`config.mk`:
```
export PLATFORM = sky130hd
export DESIGN_NAME = pass_mem
export DESIGN_NICKNAME = d
export VERILOG_FILES = /design/src/rtl/pass_pkg.sv /design/src/rtl/pass_mem_array.sv /design/src/rtl/pass_mem.sv
export SDC_FILE = /design/constraint.sdc
export NUM_CORES = 1
export LEC_CHECK = 0
export CORE_AREA = 2 2 99 101
export DETAILED_ROUTE_END_ITERATION = 10
export DIE_AREA = 0 0 101 103
export GPL_TIMING_DRIVEN = 0
export PLACE_DENSITY_LB_ADDON = 0.1
export SLEW_MARGIN = 20
export SYNTH_ARGS = -nofsm -noshare
export SYNTH_HDL_FRONTEND = slang
export SYNTH_HIERARCHICAL = 1
export SYNTH_SLANG_ARGS = --single-unit
```
`constraint.sdc`:
```
create_clock -name clk -period 3.4 [get_ports clk]
set_input_delay 0.51 -clock clk [delete_from_list [all_inputs] [get_ports clk]]
set_output_delay 0.51 -clock clk [all_outputs]
set_load 0.01 [all_outputs]
```
`src/rtl/pass_pkg.sv`:
```
// Shared types, default parameters and width helpers for the passcode memory.
package pass_pkg;

  typedef enum logic [1:0] {
    ST_IDLE    = 2'd0,
    ST_COLLECT = 2'd1,
    ST_RESULT  = 2'd2,
    ST_LOCKOUT = 2'd3
  } state_e;

  localparam int unsigned DEF_DW          = 4;
  localparam int unsigned DEF_AW          = 4;
  localparam int unsigned DEF_CODE_LEN    = 4;
  localparam int unsigned DEF_MAX_FAIL    = 3;
  localparam int unsigned DEF_LOCK_CYCLES = 16;
  localparam bit          DEF_UNLOCK_RST  = 1'b1;

  // Counter width able to hold 0..n-1, never narrower than one bit.
  function automatic int unsigned ctr_width(input int unsigned n);
    return (n <= 1) ? 1 : $clog2(n);
  endfunction

  // Slot index width; a single slot still gets a one-bit index.
  function automatic int unsigned slot_width(input int unsigned aw, input int unsigned cl);
    return ($clog2(cl) >= aw) ? 1 : (aw - $clog2(cl));
  endfunction

endpackage

```
`src/rtl/pass_mem_array.sv`:
```
// Storage array: one write port, one registered read port, one combinational
// compare-read port used by the digit engine.
module pass_mem_array
  import pass_pkg::*;
#(
  parameter int unsigned DW = DEF_DW,
  parameter int unsigned AW = DEF_AW
) (
  input  logic          clk,
  input  logic          rst,
  input  logic          wr_en,
  input  logic [AW-1:0] wr_addr,
  input  logic [DW-1:0] wr_data,
  input  logic          rd_en,
  input  logic [AW-1:0] rd_addr,
  output logic [DW-1:0] rd_data,
  output logic          rd_valid,
  input  logic [AW-1:0] cmp_addr,
  output logic [DW-1:0] cmp_data_c
);

  localparam int unsigned DEPTH = 2 ** AW;

  logic [DW-1:0] mem [DEPTH];

  // Write port; contents survive reset.
  always_ff @(posedge clk) begin
    if (wr_en) begin
      mem[wr_addr] <= wr_data;
    end
  end

  // Registered read port; a same-address write in the same cycle returns old data.
  always_ff @(posedge clk) begin
    if (rst) begin
      rd_data  <= '0;
      rd_valid <= 1'b0;
    end else begin
      rd_valid <= rd_en;
      if (rd_en) begin
        rd_data <= mem[rd_addr];
      end
    end
  end

  // Compare read sees the pre-write value of the current cycle.
  assign cmp_data_c = mem[cmp_addr];

endmodule

```
`src/rtl/pass_mem.sv`:
```
// Passcode-protected memory: writes are allowed only after a matching code
// has been entered; repeated failures trigger a timed lockout.
module pass_mem
  import pass_pkg::*;
#(
  parameter int unsigned DW          = DEF_DW,
  parameter int unsigned AW          = DEF_AW,
  parameter int unsigned CODE_LEN    = DEF_CODE_LEN,
  parameter int unsigned MAX_FAIL    = DEF_MAX_FAIL,
  parameter int unsigned LOCK_CYCLES = DEF_LOCK_CYCLES,
  parameter bit          UNLOCK_RST  = DEF_UNLOCK_RST
) (
  input  logic                                clk,
  input  logic                                rst,
  input  logic                                wr_en,
  input  logic [AW-1:0]                       wr_addr,
  input  logic [DW-1:0]                       wr_data,
  input  logic                                rd_en,
  input  logic [AW-1:0]                       rd_addr,
  output logic [DW-1:0]                       rd_data,
  output logic                                rd_valid,
  input  logic                                cmp_start,
  input  logic [slot_width(AW, CODE_LEN)-1:0] cmp_slot,
  input  logic                                dig_valid,
  input  logic [DW-1:0]                       dig_data,
  output logic                                dig_ready,
  output logic                                match,
  output logic                                fail,
  output logic                                unlocked,
  output logic                                locked_out,
  input  logic                                relock
);

  localparam int unsigned SW  = slot_width(AW, CODE_LEN);
  localparam int unsigned CLW = $clog2(CODE_LEN);
  localparam int unsigned IW  = ctr_width(CODE_LEN);
  localparam int unsigned FW  = ctr_width(MAX_FAIL + 1);
  localparam int unsigned TW  = ctr_width(LOCK_CYCLES + 1);

  state_e         state_q, state_d;
  logic [SW-1:0]  slot_q, slot_d;
  logic [IW-1:0]  idx_q, idx_d;
  logic           err_q, err_d;
  logic [FW-1:0]  fail_cnt_q, fail_cnt_d;
  logic [TW-1:0]  timer_q, timer_d;

  logic           match_d, fail_d, dig_ready_d, locked_out_d, unlocked_d;

  logic           mem_we_c;
  logic [AW-1:0]  cmp_addr_c;
  logic [DW-1:0]  cmp_data_c;
  logic [FW-1:0]  fail_inc_c;

  assign mem_we_c   = wr_en && unlocked;
  assign cmp_addr_c = AW'(AW'(slot_q) << CLW) | AW'(idx_q);
  assign fail_inc_c = fail_cnt_q + FW'(1);

  pass_mem_array #(
    .DW (DW),
    .AW (AW)
  ) u_array (
    .clk        (clk),
    .rst        (rst),
    .wr_en      (mem_we_c),
    .wr_addr    (wr_addr),
    .wr_data    (wr_data),
    .rd_en      (rd_en),
    .rd_addr    (rd_addr),
    .rd_data    (rd_data),
    .rd_valid   (rd_valid),
    .cmp_addr   (cmp_addr_c),
    .cmp_data_c (cmp_data_c)
  );

  // State, engine datapath and registered outputs.
  always_ff @(posedge clk) begin
    if (rst) begin
      state_q    <= ST_IDLE;
      slot_q     <= '0;
      idx_q      <= '0;
      err_q      <= 1'b0;
      fail_cnt_q <= '0;
      timer_q    <= '0;
      match      <= 1'b0;
      fail       <= 1'b0;
      dig_ready  <= 1'b0;
      locked_out <= 1'b0;
      unlocked   <= UNLOCK_RST;
    end else begin
      state_q    <= state_d;
      slot_q     <= slot_d;
      idx_q      <= idx_d;
      err_q      <= err_d;
      fail_cnt_q <= fail_cnt_d;
      timer_q    <= timer_d;
      match      <= match_d;
      fail       <= fail_d;
      dig_ready  <= dig_ready_d;
      locked_out <= locked_out_d;
      unlocked   <= unlocked_d;
    end
  end

  // Next-state and engine datapath decode.
  always_comb begin
    state_d    = state_q;
    slot_d     = slot_q;
    idx_d      = idx_q;
    err_d      = err_q;
    fail_cnt_d = fail_cnt_q;
    timer_d    = timer_q;
    case (state_q)
      ST_IDLE: begin
        if (cmp_start) begin
          slot_d  = cmp_slot;
          idx_d   = '0;
          err_d   = 1'b0;
          state_d = ST_COLLECT;
        end
      end
      ST_COLLECT: begin
        if (dig_valid) begin
          if (dig_data != cmp_data_c) begin
            err_d = 1'b1;
          end
          idx_d = idx_q + IW'(1);
          if (idx_q == IW'(CODE_LEN - 1)) begin
            state_d = ST_RESULT;
          end
        end
      end
      ST_RESULT: begin
        if (err_q) begin
          if (fail_inc_c == FW'(MAX_FAIL)) begin
            fail_cnt_d = '0;
            timer_d    = TW'(LOCK_CYCLES);
            state_d    = ST_LOCKOUT;
          end else begin
            fail_cnt_d = fail_inc_c;
            state_d    = ST_IDLE;
          end
        end else begin
          fail_cnt_d = '0;
          state_d    = ST_IDLE;
        end
      end
      ST_LOCKOUT: begin
        if (timer_q <= TW'(1)) begin
          timer_d = '0;
          state_d = ST_IDLE;
        end else begin
          timer_d = timer_q - TW'(1);
        end
      end
      default: begin
        state_d = ST_IDLE;
      end
    endcase
  end

  // Output decode from the upcoming state so each flop lines up with its state.
  always_comb begin
    match_d      = 1'b0;
    fail_d       = 1'b0;
    dig_ready_d  = 1'b0;
    locked_out_d = 1'b0;
    unlocked_d   = unlocked;
    case (state_d)
      ST_COLLECT: dig_ready_d  = 1'b1;
      ST_RESULT: begin
        match_d = !err_d;
        fail_d  = err_d;
      end
      ST_LOCKOUT: locked_out_d = 1'b1;
      default: ;
    endcase
    if (relock) begin
      unlocked_d = 1'b0;
    end else if (state_q == ST_RESULT && !err_q) begin
      unlocked_d = 1'b1;
    end
  end

endmodule

```
==> flow_summary.json <==
{
  "hold_path.class": "flip-flop to flip-flop",
  "finalCritPeriodShare_pct": 91.56,
  "grtUsageMet1_pct": 26.37,
  "synth-edff-count": 64,
  "avgViaCountPerCell": 5.706,
  "grt_pass1_wl_um": 14430,
  "path_class": "flip-flop to flip-flop",
  "drt_iter0_markers": 200,
  "cts_tree": "yes",
  "die_w_um": 101,
  "drtAntennaViolNets": 0,
  "drc": 0,
  "fin_setup_tns_ns": 0,
  "swShare_pct": 22.92,
  "clockBufferDepth": 2,
  "avgSynthCellArea_um2": 13.65,
  "synth_area_um2": 4083,
  "h-tree-depth": 3,
  "synth_nets": 327,
  "end_kind": "flip-flop",
  "arrival_ns": 3.35,
  "dieArea_um2": 10400,
  "synth_warnings": 6,
  "n_antenna_cell": 0,
  "grt_pass1_vias": 2551,
  "clk_latency_ns": 0.36,
  "drv_cap": 0,
  "ios": 35,
  "antenna_found_initial": 0,
  "cp-start-kind": "flip-flop",
  "pwr-share-seq_pct": 54.2,
  "cts.clk_slew.worst_paths_ns": 0.09,
  "ctsResizeCount": 0,
  "hpwl_um": 7421,
  "comb_power_share_pct": 8.6,
  "p_leak_nw": 1.600,
  "synth_ff_type": "edfxtp_1",
  "nets": 371,
  "hold_violations": 0,
  "track_usage_pct": 19.72,
  "drt-pass1-iter-count": 4,
  "postCtsSetupBuffers": 0,
  "ys_seq_elements": 88,
  "place.gp.congestion": 0.8153,
  "powerDensity_nw_per_um2": 455.9,
  "drt_wl_total_um": 9598,
  "vias": 2636,
  "numCtsBuffers": 9,
  "die_h_um": 103,
  "cts-root-buf": "clkbuf_8",
  "p_int_w": 0.001680,
  "rsz0062_at_grt": "no",
  "critPathRequiredTime_ns": 3.63,
  "setup_viol": 0,
  "status": "finished, final reports clean",
  "drv_slew": 0,
  "wl_per_cell_um": 20.77,
  "synthToLayoutAreaGrowth_pct": 17.10,
  "fmax_mhz": 321.2,
  "grt_overflow": 0,
  "peakVddDrop_mv": 0.2595,
  "whs_ns": 0.4848,
  "rows": 36,
  "ys_seq_area_share_pct": 58.84,
  "core_area_um2": 9459,
  "initial_core_util_pct": 43.16,
  "syn_inst": 299,
  "met3_usage_pct": 4.000,
  "synth_cell_types": 40,
  "async_flop_share_pct": 0,
  "use_met2_pct": 31.95,
  "ctsHoldBuffers": 0,
  "io_buffer_count": 33,
  "clock_skew_ns": 0.008172,
  "final.min_clock_period_ns": 3.113,
  "tightest_slew_ns": 0.8288,
  "slew_headroom_pct": 44.32,
  "grt_max_degree": 17,
  "busiest_layer": "met2",
  "p_clk_share_pct": 37.2,
  "crit_path_max_fanout": 10,
  "p_sw_w": 0.0004996,
  "drive_gt1_share_pct": 14.08,
  "clock-sinks": 88
}
## synthesized netlist by cell type (all sizes together), types with 3 or more instances
master	number	area, um2
inv	3	11.26
nand3	12	60.06
mux4	20	450.4
xnor2	4	35.03
a22oi	11	82.58
edfxtp	64	1922
nor3	7	40.04
nor4	3	25.02
buf	9	48.79
mux2i	35	350.3
ha	3	37.54
nor2	28	105.1
nand2	24	90.09
nand4	5	31.28
a21oi	11	55.05
dfxtp	24	480.5
nor2b	5	31.28
and2	5	32.53
clkbuf	4	15.01
nand2b	3	18.77
## registers in the layout, summed over array words and instances, names as in the netlist, 2 cells and up
signal           count
fail_cnt_q           2
u_array/rd_data      4
u_array/mem         64
timer_q              5
state_q              2
slot_q               2
idx_q                2
## power by group through the flow
stage	registers (W)	clock network [W]	logic, W
global route	0.00118	0.000875	0.000203
floorplan	0.00120	0	0.000102
CTS	0.00118	0.000829	0.000190
global placement	0.00121	0	0.000188
detailed placement	0.00121	0	0.000189
finish	0.00118	0.000810	0.000188
## layout by cell type, fill, tap and decap left out, types with 3 or more instances in the layout
master	count
ha_1	3
a21oi_1	11
and2_1	4
dfxtp_1	24
buf_1	4
nor3_1	6
inv_1	3
nor2_1	28
mux4_2	20
buf_2	3
nand2_1	24
mux2i_1	35
clkbuf_8	9
nand4_1	5
xnor2_1	4
clkbuf_1	4
nand2b_1	3
clkdlybuf4s50_1	33
edfxtp_1	64
nand3_1	12
nor2b_1	5
a22oi_1	11
## worst max-delay path: stages (launching register included)
cell      delay [ns]
dfxtp_1         0.37
clkbuf_1        0.43
buf_1           0.56
mux4_2          0.42
mux4_2          0.52
xnor2_1         0.18
nand4_1         0.10
a22o_1          0.27
nor2b_1         0.14
## layout make-up
type,instances,area (um2)
clock inverters,7,101.3
flip-flops and latches,88,2402
inverters,3,11.26
multi-input cells,195,1605
fillers,855,4678
well taps,114,142.6
clock buffers,9,123.9
repair buffers,33,330.3
plain buffers,13,63.81
## per-layer routing
layer	share of wire, %	vias up
li1	-	1242
met1	44	1285
met2	48	94
met3	5.6	15
met4	2.0	0
met5	0	-
## kinds of logic after synthesis
kind of cell | after synthesis | synth area share (%)
AND/OR/NAND/NOR | 101 | 12.44
adder cells (fa/ha/maj) | 3 | 0.9195
multiplexers | 55 | 19.61
buffers and inverters | 16 | 1.839
AO/OA/AOI/OAI | 31 | 5.271
flip-flops | 88 | 58.84
XOR/XNOR | 5 | 1.073
## metrics by stage
stage	setup WS (ns)	area, um2	utilization, %	power [W]	cells
global placement	0.2988	4556	48.16	0.001394	446
CTS	0.2712	4781	50.54	0.002200	462
finish	0.2870	4781	50.54	0.002179	462
global route	0.1041	4781	50.54	0.002261	462
floorplan	0.9063	4083	-	0.001305	299
detailed placement	0.2942	4556	48.16	0.001394	446
## worst paths after layout
check | start | endpoint | slack (ns) | depth (start not counted)
worst max register to register | idx_q[1]$_SDFFE_PP0P_ | err_q$_SDFF_PP0_ | 0.29 | 8
worst max-delay path | idx_q[1]$_SDFFE_PP0P_ | err_q$_SDFF_PP0_ | 0.29 | 8
worst min-delay path | u_array/rd_data[3]$_SDFFE_PP0P_ | u_array/rd_data[3]$_SDFFE_PP0P_ | 0.48 | 2
worst min register to register | u_array/rd_data[3]$_SDFFE_PP0P_ | u_array/rd_data[3]$_SDFFE_PP0P_ | 0.48 | 2
(Power assumes the default switching activity.)
